--- config.mk ---
export PLATFORM = sky130hd
export DESIGN_NAME = qpsk_tx_sequencer_flat
export DESIGN_NICKNAME = d
export VERILOG_FILES = /design/src/rtl/qpsk_tx_pkg.sv /design/src/rtl/qpsk_tx_sequencer_if.sv /design/src/rtl/qpsk_tx_sequencer_baud_tick_gen.sv /design/src/rtl/qpsk_tx_sequencer.sv /design/src/flat_wrapper.sv
export SDC_FILE = /design/constraint.sdc
export NUM_CORES = 1
export LEC_CHECK = 0
export ABC_AREA = 1
export ABC_CLOCK_PERIOD_IN_PS = 3900
export BUFFER_PORTS_ARGS = -buffer_cell sky130_fd_sc_hd__buf_2
export CAP_MARGIN = 20
export CORE_ASPECT_RATIO = 0.7
export CORE_MARGIN = 10
export CORE_UTILIZATION = 63
export CTS_CLUSTER_DIAMETER = 40
export DETAILED_ROUTE_END_ITERATION = 10
export GPL_TIMING_DRIVEN = 0
export PLACE_DENSITY = 0.82
export REMOVE_ABC_BUFFERS = 1
export SLEW_MARGIN = 25
export SYNTH_ARGS = -nofsm -noshare
export SYNTH_HDL_FRONTEND = slang
export SYNTH_SLANG_ARGS = --single-unit
--- constraint.sdc ---
create_clock -name clk -period 3.9 [get_ports clk]
set_input_delay 0.585 -clock clk [delete_from_list [all_inputs] [get_ports clk]]
set_output_delay 0.585 -clock clk [all_outputs]
set_load 0.05 [all_outputs]
--- src/rtl/qpsk_tx_pkg.sv ---
`default_nettype none
// ============================================================================
// Module      : qpsk_tx_pkg
// Description : Shared types and constants for the QPSK transmit sequencer.
//               tx_state_t        - frame sequencer state encoding
//               PREAMBLE_PATTERN  - byte repeated during the preamble field
//               DEFAULT_SYNC_WORD - default 16-bit sync field
// Revision    : 1.0 - initial release
// ============================================================================
package qpsk_tx_pkg;

    typedef enum logic [2:0] {
        ST_IDLE     = 3'd0,
        ST_PREAMBLE = 3'd1,
        ST_SYNC     = 3'd2,
        ST_LEN      = 3'd3,
        ST_PAYLOAD  = 3'd4,
        ST_TAIL     = 3'd5
    } tx_state_t;

    localparam logic [7:0]  PREAMBLE_PATTERN  = 8'h55;
    localparam logic [15:0] DEFAULT_SYNC_WORD = 16'hD391;

endpackage
`default_nettype wire

--- src/rtl/qpsk_tx_sequencer_if.sv ---
`default_nettype none
// ============================================================================
// Module      : qpsk_tx_sequencer_if
// Description : Control, payload stream and modulator-side signals of the
//               QPSK transmit sequencer.
//               start/len/abort         - frame request and kill
//               s_data/s_valid/s_ready  - payload byte stream
//               bit_out/bit_en          - modulator bit_in / enable
//               busy/done/underrun      - status
//               modport master : frame source / modulator side (drives requests)
//               modport slave  : the sequencer
// Revision    : 1.0 - initial release
// ============================================================================
interface qpsk_tx_sequencer_if;

    logic       start;
    logic [7:0] len;
    logic       abort;
    logic [7:0] s_data;
    logic       s_valid;
    logic       s_ready;
    logic       bit_out;
    logic       bit_en;
    logic       busy;
    logic       done;
    logic       underrun;

    modport master (
        output start, len, abort, s_data, s_valid,
        input  s_ready, bit_out, bit_en, busy, done, underrun
    );

    modport slave (
        input  start, len, abort, s_data, s_valid,
        output s_ready, bit_out, bit_en, busy, done, underrun
    );

endinterface
`default_nettype wire

--- src/rtl/qpsk_tx_sequencer_baud_tick_gen.sv ---
`default_nettype none
// ============================================================================
// Module      : baud_tick_gen
// Description : Bit-period counter. Counts 0..CLK_PER_BIT-1 while run is
//               high and raises tick on the last clock of each bit period.
//               clk   - clock
//               rst_n - asynchronous active-low reset
//               run   - count enable (sequencer not idle)
//               clear - restart the bit period at zero
//               tick  - last clock of the current bit period
// Revision    : 1.0 - initial release
// ============================================================================
module baud_tick_gen #(
    parameter int unsigned CLK_PER_BIT = 16
) (
    input  logic clk,
    input  logic rst_n,
    input  logic run,
    input  logic clear,
    output logic tick
);

    localparam int unsigned          c_CNT_W = $clog2(CLK_PER_BIT);
    localparam logic [c_CNT_W-1:0]   c_LAST  = c_CNT_W'(CLK_PER_BIT - 1);

    logic [c_CNT_W-1:0] r_count;

    always_ff @(posedge clk or negedge rst_n) begin
        if (!rst_n) begin
            r_count <= '0;
        end else if (clear) begin
            r_count <= '0;
        end else if (run) begin
            r_count <= (r_count == c_LAST) ? '0 : r_count + 1'b1;
        end
    end

    // Gated by run so a counter left mid-period by an abort never ticks in idle.
    assign tick = run && (r_count == c_LAST);

endmodule
`default_nettype wire

--- src/rtl/qpsk_tx_sequencer.sv ---
`default_nettype none
// ============================================================================
// Module      : qpsk_tx_sequencer
// Description : Frame sequencer for the QPSK modulator. Emits preamble,
//               sync word, length byte, payload and zero tail bits, one bit
//               every CLK_PER_BIT clocks, MSB first.
//               clk   - clock
//               rst_n - asynchronous active-low reset
//               bus   - slave side of qpsk_tx_sequencer_if
// Revision    : 1.0 - initial release
// ============================================================================
module qpsk_tx_sequencer
    import qpsk_tx_pkg::*;
#(
    parameter int unsigned CLK_PER_BIT    = 16,
    parameter int unsigned PREAMBLE_BYTES = 4,
    parameter logic [15:0] SYNC_WORD      = DEFAULT_SYNC_WORD,
    parameter int unsigned TAIL_BITS      = 4
) (
    input  logic                 clk,
    input  logic                 rst_n,
    qpsk_tx_sequencer_if.slave   bus
);

    localparam logic [15:0] c_PRE_LAST  = 16'(PREAMBLE_BYTES - 1);
    localparam logic [15:0] c_TAIL_LAST = 16'(TAIL_BITS - 1);

    tx_state_t   r_state,      w_state_nxt;
    logic [7:0]  r_shift,      w_shift_nxt;
    logic [2:0]  r_bit_idx,    w_bit_idx_nxt;
    logic [15:0] r_cnt,        w_cnt_nxt;
    logic [7:0]  r_len,        w_len_nxt;
    logic [7:0]  r_sent,       w_sent_nxt;
    logic [7:0]  r_fetched,    w_fetched_nxt;
    logic [7:0]  r_hold,       w_hold_nxt;
    logic        r_hold_valid, w_hold_valid_nxt;
    logic        r_done,       w_done_nxt;
    logic        r_underrun,   w_underrun_nxt;

    logic w_run;
    logic w_tick;
    logic w_start_accept;
    logic w_s_ready;
    logic w_xfer;

    assign w_run          = (r_state != ST_IDLE);
    assign w_start_accept = (r_state == ST_IDLE) && bus.start && !bus.abort;
    assign w_s_ready      = ((r_state == ST_LEN) || (r_state == ST_PAYLOAD)) &&
                            !r_hold_valid && (r_fetched < r_len);
    assign w_xfer         = w_s_ready && bus.s_valid;

    baud_tick_gen #(
        .CLK_PER_BIT (CLK_PER_BIT)
    ) u_baud (
        .clk   (clk),
        .rst_n (rst_n),
        .run   (w_run),
        .clear (w_start_accept),
        .tick  (w_tick)
    );

    always_ff @(posedge clk or negedge rst_n) begin
        if (!rst_n) begin
            r_state      <= ST_IDLE;
            r_shift      <= 8'h00;
            r_bit_idx    <= 3'd0;
            r_cnt        <= 16'd0;
            r_len        <= 8'h00;
            r_sent       <= 8'h00;
            r_fetched    <= 8'h00;
            r_hold       <= 8'h00;
            r_hold_valid <= 1'b0;
            r_done       <= 1'b0;
            r_underrun   <= 1'b0;
        end else begin
            r_state      <= w_state_nxt;
            r_shift      <= w_shift_nxt;
            r_bit_idx    <= w_bit_idx_nxt;
            r_cnt        <= w_cnt_nxt;
            r_len        <= w_len_nxt;
            r_sent       <= w_sent_nxt;
            r_fetched    <= w_fetched_nxt;
            r_hold       <= w_hold_nxt;
            r_hold_valid <= w_hold_valid_nxt;
            r_done       <= w_done_nxt;
            r_underrun   <= w_underrun_nxt;
        end
    end

    always_comb begin
        w_state_nxt      = r_state;
        w_shift_nxt      = r_shift;
        w_bit_idx_nxt    = r_bit_idx;
        w_cnt_nxt        = r_cnt;
        w_len_nxt        = r_len;
        w_sent_nxt       = r_sent;
        w_fetched_nxt    = r_fetched;
        w_hold_nxt       = r_hold;
        w_hold_valid_nxt = r_hold_valid;
        w_done_nxt       = 1'b0;
        w_underrun_nxt   = 1'b0;

        // A transfer only happens with the holding register empty, so it
        // never collides with a load from the holding register below.
        if (w_xfer) begin
            w_hold_nxt       = bus.s_data;
            w_hold_valid_nxt = 1'b1;
            w_fetched_nxt    = r_fetched + 8'd1;
        end

        if (r_state == ST_IDLE) begin
            if (w_start_accept) begin
                w_state_nxt      = ST_PREAMBLE;
                w_shift_nxt      = PREAMBLE_PATTERN;
                w_bit_idx_nxt    = 3'd0;
                w_cnt_nxt        = 16'd0;
                w_len_nxt        = bus.len;
                w_sent_nxt       = 8'h00;
                w_fetched_nxt    = 8'h00;
                w_hold_valid_nxt = 1'b0;
            end
        end else if (w_tick) begin
            if (r_state == ST_TAIL) begin
                // Tail length is counted in bits, not bytes.
                if (r_cnt == c_TAIL_LAST) begin
                    w_state_nxt = ST_IDLE;
                    w_cnt_nxt   = 16'd0;
                    w_done_nxt  = 1'b1;
                end else begin
                    w_cnt_nxt = r_cnt + 16'd1;
                end
            end else if (r_bit_idx != 3'd7) begin
                w_shift_nxt   = {r_shift[6:0], 1'b0};
                w_bit_idx_nxt = r_bit_idx + 3'd1;
            end else begin
                // Byte boundary: pick the next field byte.
                w_bit_idx_nxt = 3'd0;
                case (r_state)
                    ST_PREAMBLE: begin
                        if (r_cnt == c_PRE_LAST) begin
                            w_state_nxt = ST_SYNC;
                            w_shift_nxt = SYNC_WORD[15:8];
                            w_cnt_nxt   = 16'd0;
                        end else begin
                            w_shift_nxt = PREAMBLE_PATTERN;
                            w_cnt_nxt   = r_cnt + 16'd1;
                        end
                    end
                    ST_SYNC: begin
                        if (r_cnt == 16'd0) begin
                            w_shift_nxt = SYNC_WORD[7:0];
                            w_cnt_nxt   = 16'd1;
                        end else begin
                            w_state_nxt = ST_LEN;
                            w_shift_nxt = r_len;
                            w_cnt_nxt   = 16'd0;
                        end
                    end
                    ST_LEN, ST_PAYLOAD: begin
                        if ((r_state == ST_LEN && r_len == 8'h00) ||
                            (r_state == ST_PAYLOAD && r_sent == r_len - 8'd1)) begin
                            w_state_nxt = ST_TAIL;
                            w_shift_nxt = 8'h00;
                            w_cnt_nxt   = 16'd0;
                        end else begin
                            w_state_nxt = ST_PAYLOAD;
                            w_sent_nxt  = (r_state == ST_LEN) ? 8'h00 : r_sent + 8'd1;
                            // Bit timing never stretches: a missing byte goes
                            // out as zeros and still counts as sent.
                            if (r_hold_valid) begin
                                w_shift_nxt      = r_hold;
                                w_hold_valid_nxt = 1'b0;
                            end else begin
                                w_shift_nxt    = 8'h00;
                                w_underrun_nxt = 1'b1;
                            end
                        end
                    end
                    default: begin
                    end
                endcase
            end
        end

        if (bus.abort && (r_state != ST_IDLE)) begin
            w_state_nxt      = ST_IDLE;
            w_shift_nxt      = 8'h00;
            w_bit_idx_nxt    = 3'd0;
            w_cnt_nxt        = 16'd0;
            w_hold_valid_nxt = 1'b0;
            w_done_nxt       = 1'b0;
            w_underrun_nxt   = 1'b0;
        end
    end

    assign bus.bit_out  = r_shift[7];
    assign bus.bit_en   = w_tick;
    assign bus.busy     = w_run;
    assign bus.done     = r_done;
    assign bus.underrun = r_underrun;
    assign bus.s_ready  = w_s_ready;

endmodule
`default_nettype wire

--- src/flat_wrapper.sv ---
// flat-port wrapper written by rule: the top's interface ports become plain ports
module qpsk_tx_sequencer_flat import qpsk_tx_pkg::*;
#(
    parameter int unsigned CLK_PER_BIT    = 16,
    parameter int unsigned PREAMBLE_BYTES = 4,
    parameter logic [15:0] SYNC_WORD      = DEFAULT_SYNC_WORD,
    parameter int unsigned TAIL_BITS      = 4
)
  (clk, rst_n, bus_start, bus_len, bus_abort, bus_s_data, bus_s_valid, bus_s_ready, bus_bit_out, bus_bit_en, bus_busy, bus_done, bus_underrun);
  qpsk_tx_sequencer_if bus_i ();
  input  logic clk;
  input  logic rst_n;
  input wire logic [$bits(bus_i.start)-1:0] bus_start;
  input wire logic [$bits(bus_i.len)-1:0] bus_len;
  input wire logic [$bits(bus_i.abort)-1:0] bus_abort;
  input wire logic [$bits(bus_i.s_data)-1:0] bus_s_data;
  input wire logic [$bits(bus_i.s_valid)-1:0] bus_s_valid;
  output wire logic [$bits(bus_i.s_ready)-1:0] bus_s_ready;
  output wire logic [$bits(bus_i.bit_out)-1:0] bus_bit_out;
  output wire logic [$bits(bus_i.bit_en)-1:0] bus_bit_en;
  output wire logic [$bits(bus_i.busy)-1:0] bus_busy;
  output wire logic [$bits(bus_i.done)-1:0] bus_done;
  output wire logic [$bits(bus_i.underrun)-1:0] bus_underrun;
  assign bus_i.start = bus_start;
  assign bus_i.len = bus_len;
  assign bus_i.abort = bus_abort;
  assign bus_i.s_data = bus_s_data;
  assign bus_i.s_valid = bus_s_valid;
  assign bus_s_ready = bus_i.s_ready;
  assign bus_bit_out = bus_i.bit_out;
  assign bus_bit_en = bus_i.bit_en;
  assign bus_busy = bus_i.busy;
  assign bus_done = bus_i.done;
  assign bus_underrun = bus_i.underrun;
  qpsk_tx_sequencer #(.CLK_PER_BIT(CLK_PER_BIT), .PREAMBLE_BYTES(PREAMBLE_BYTES), .SYNC_WORD(SYNC_WORD), .TAIL_BITS(TAIL_BITS)) u_core (.clk(clk), .rst_n(rst_n), .bus(bus_i));
endmodule
==> parameters.txt <==
Parameter                              Value

Run status
  Status ... finished, final reports clean

Setup path
  Slowest-stage cell, CP ... inv_2
  Kind of critical path ... reg2reg
  Top cell by count, worst path ... nand2_2
  Family with the most delay on the worst path ... simple AND/OR/NAND/NOR gates
  Buffers & Inverters on Critical Path ... 1
  Required arrival time at the worst endpoint ... 4130 ps
  Crit path launch type ... flip-flop
  Worst-path cell chain ... nor2_1, nand2_2, inv_2, nand3_2, nand2_2, nand2_1, a21oi_1, nand2_2, nand2_1, o21ai_1
  Delay of the slowest cell on the worst path ... 480 ps
  Element type at the critical path end ... flip-flop
  Largest driver fanout on the critical path ... 30
  Crit path arrival time ... 3140 ps

STA
  RSZ-0062 raised after global routing ... false
  Max Clk Rate ... 0.343 GHz
  Final setup violation count ... 0
  Slew at the pin closest to its max-slew limit ... 941 ps
  Rel. slew slack ... 37.1%
  Final-report max-slew violation count ... 0
  Final critical path time including I/O delays and setup ... 2920 ps
  Clock Skews ... 7.66 ps
  Sum Neg Setup Slack ... 0 ps
  Period Utilization, post-route ... 74.8%
  Number of hold violations in the final report ... 0

CTS
  Cts hold-fix bufs ... 0
  Sinks on the clock net ... 69
  TritonCTS clock tree ... yes
  Setup Fix Bufs, Post-CTS ... 0
  Clock slew seen by the registers of the worst setup and hold paths ... 80 ps
  Level count of the clock H-tree ... 3
  Post-cts resize count ... 0
  Bufs on Longest Clock Path ... 2
  Number of CTS-inserted buffers ... 9
  Cell at the root of the clock tree ... clkbuf_8
  Insertion delay to the later sink of the worst-skew pair ... 350 ps

Route
  Per-cell via count in the routed design ... 5.71
  Average routed wire per standard cell ... 14.8 µm
  Detailed-route DRC error count ... 0
  Total wirelength of the detailed-routed design ... 11500 µm
  First-iteration detailed-routing DRC count ... 526
  Final antenna-violating net count ... 0
  First-pass detailed-route iteration total ... 5
  Detailed-route via count ... 4419

Floorplanning
  Core Footprint ... 6910 µm²
  Number of cell rows ... 25
  Starting utilization of the core area ... 66.3%
  Chip Height ... 91.4 µm
  Total Die Area ... 11100 µm²
  I/O pins ... 27
  Horizontal die dimension ... 122 µm

Yosys
  Biggest area contributors in the synthesized netlist ... dfrtp_1, nand2_1, nand3_1
  Share of the synthesized area in the top cell type ... 37.7%
  Number of synthesized register bits ... 69
  Number of warnings issued by yosys ... 0
  Mapped Cells ... 654
  Distinct cells, synth ... 41
  Post-synth EDFFs ... 0
  Most common flop cell mapped by yosys ... dfrtp_1
  Ys async rst share ... 100%
  Mean Syn Cell Area ... 7.01 µm²
  Library cell with the highest instance count after synthesis ... nand2_1
  Cell Area, Synth ... 4580 µm²
  Fraction of the yosys area taken by sequential cells ... 37.7%
  Commonest cells post-synth ... nand2_1, nor2_1, inv_1
  Cell taking the most area after synthesis ... dfrtp_1

Global route
  Number of global-route vias before repair ... 4155
  Overall fraction of global-route tracks in use ... 21.1%
  First-pass GRT wire length ... 19600 µm
  Total congestion overflow after global routing ... 0
  Largest net degree at the start of global routing ... 48
  Antenna violations before repair ... 0

Cells and area
  Total non-filler cell area in the finished layout ... 4950 µm²
  Fraction of final layout cells sized beyond drive strength 1 ... 11.8%
  Area growth syn-to-layout ... 8.05%
  Number of fill cells ... 575
  Inserted Diodes ... 0
  Nets ... 712

Place
  Port Buf Inserts ... 26
  Total half-perimeter wirelength after legalization and detailed placement ... 8330 µm
  Routability Congestion ... 0.960
  Area after DPL ... 4750 µm²

Run
  Reported max-cap violation count ... 0

Pwr
  Power per Cell Area ... 668 nW/µm²
  Static leakage power ... 2.51 nW
  Highest ir drop seen on vdd ... 0.447 mV

Min path
  Worst Hold Class ... in2async
-- cells by family after synthesis --
group                    after synthesis  share of synthesized area, %
flip-flops                            69                          37.7
buffers and inverters                 98                          9.01
adder cells (fa/ha/maj)               16                          4.37
AND/OR/NAND/NOR                      383                          37.1
AO/OA/AOI/OAI                         76                          9.25
XOR/XNOR                              12                          2.59
-- cells in the final DEF, fill, tap and decap left out, types with 6 or more instances in the layout --
cell type	instances
nand2_2	6
nor2_2	7
a21oi_1	22
xor2_1	9
o21ai_0	27
clkbuf_8	10
o21ai_1	14
inv_2	8
nand3_1	61
nand2_1	188
inv_1	71
buf_2	25
ha_1	16
nor2_1	76
nor3_1	11
nand4_1	11
dfrtp_1	69
-- sequential cells by signal, summed over array words and instances, names as in the netlist --
name,flops
u_core.bus.done,1
u_core.u_baud.r_count,4
u_core.r_fetched,8
u_core.r_bit_idx,3
u_core.r_state,3
u_core.r_len,8
u_core.r_hold_valid,1
u_core.r_hold,8
u_core.r_shift,8
u_core.r_sent,8
u_core.r_cnt,16
u_core.bus.underrun,1
-- metrics by stage --
stage / hold WS, ps / utilization [%] / power (mW) / setup slack [ps] / std cells
final: 116 / 71.6 / 3.31 / 983 / 774
after global routing: 140 / 71.6 / 3.58 / 730 / 774
after CTS: 129 / 71.6 / 3.29 / 1050 / 774
after detailed placement: 461 / 68.7 / 2.69 / 1070 / 758
after global placement: 454 / 68.3 / 2.62 / 1090 / 757
after floorplan: 289 / - / 2.25 / 1450 / 637
-- area by class of cell --
type,instances,area [µm²],area share (%)
well taps,94,118,2.37
clock inverters,6,62.6,1.26
repair buffers,27,160,3.23
inverters,81,304,6.14
flip-flops and latches,69,1730,34.9
multi-input cells,487,2440,49.3
clock buffers,10,138,2.78
-- final timing paths --
path	start	end	slack, ps	depth (start not counted)
worst max-delay path	u_core.r_state[1]	u_core.r_cnt[4]	980	10
worst min-delay path	rst_n	u_core.r_sent[4]	120	1
worst max register to register	u_core.r_state[1]	u_core.r_cnt[4]	980	10
worst min register to register	u_core.r_shift[5]	u_core.r_shift[5]	480	2
max in group asynchronous	rst_n	u_core.r_shift[0]	3230	2
min in group clk	bus_len[3]	u_core.r_len[3]	430	3
-- per-layer routing --
metal	track usage (%)	wire [µm]
met5	0	0
met4	5.15	148
met3	6.31	940
met2	30.5	4920
met1	30.0	5460
-- report_power, final --
part | total [mW] | switching (mW) | internal, mW | leakage, nW
sequential | 1.09 | 0.184 | 0.908 | 0.902
clock | 0.600 | 0.288 | 0.311 | 0.106
combinational | 1.62 | 1.16 | 0.460 | 1.50
Note: power is estimated with default switching activity, not from simulation.
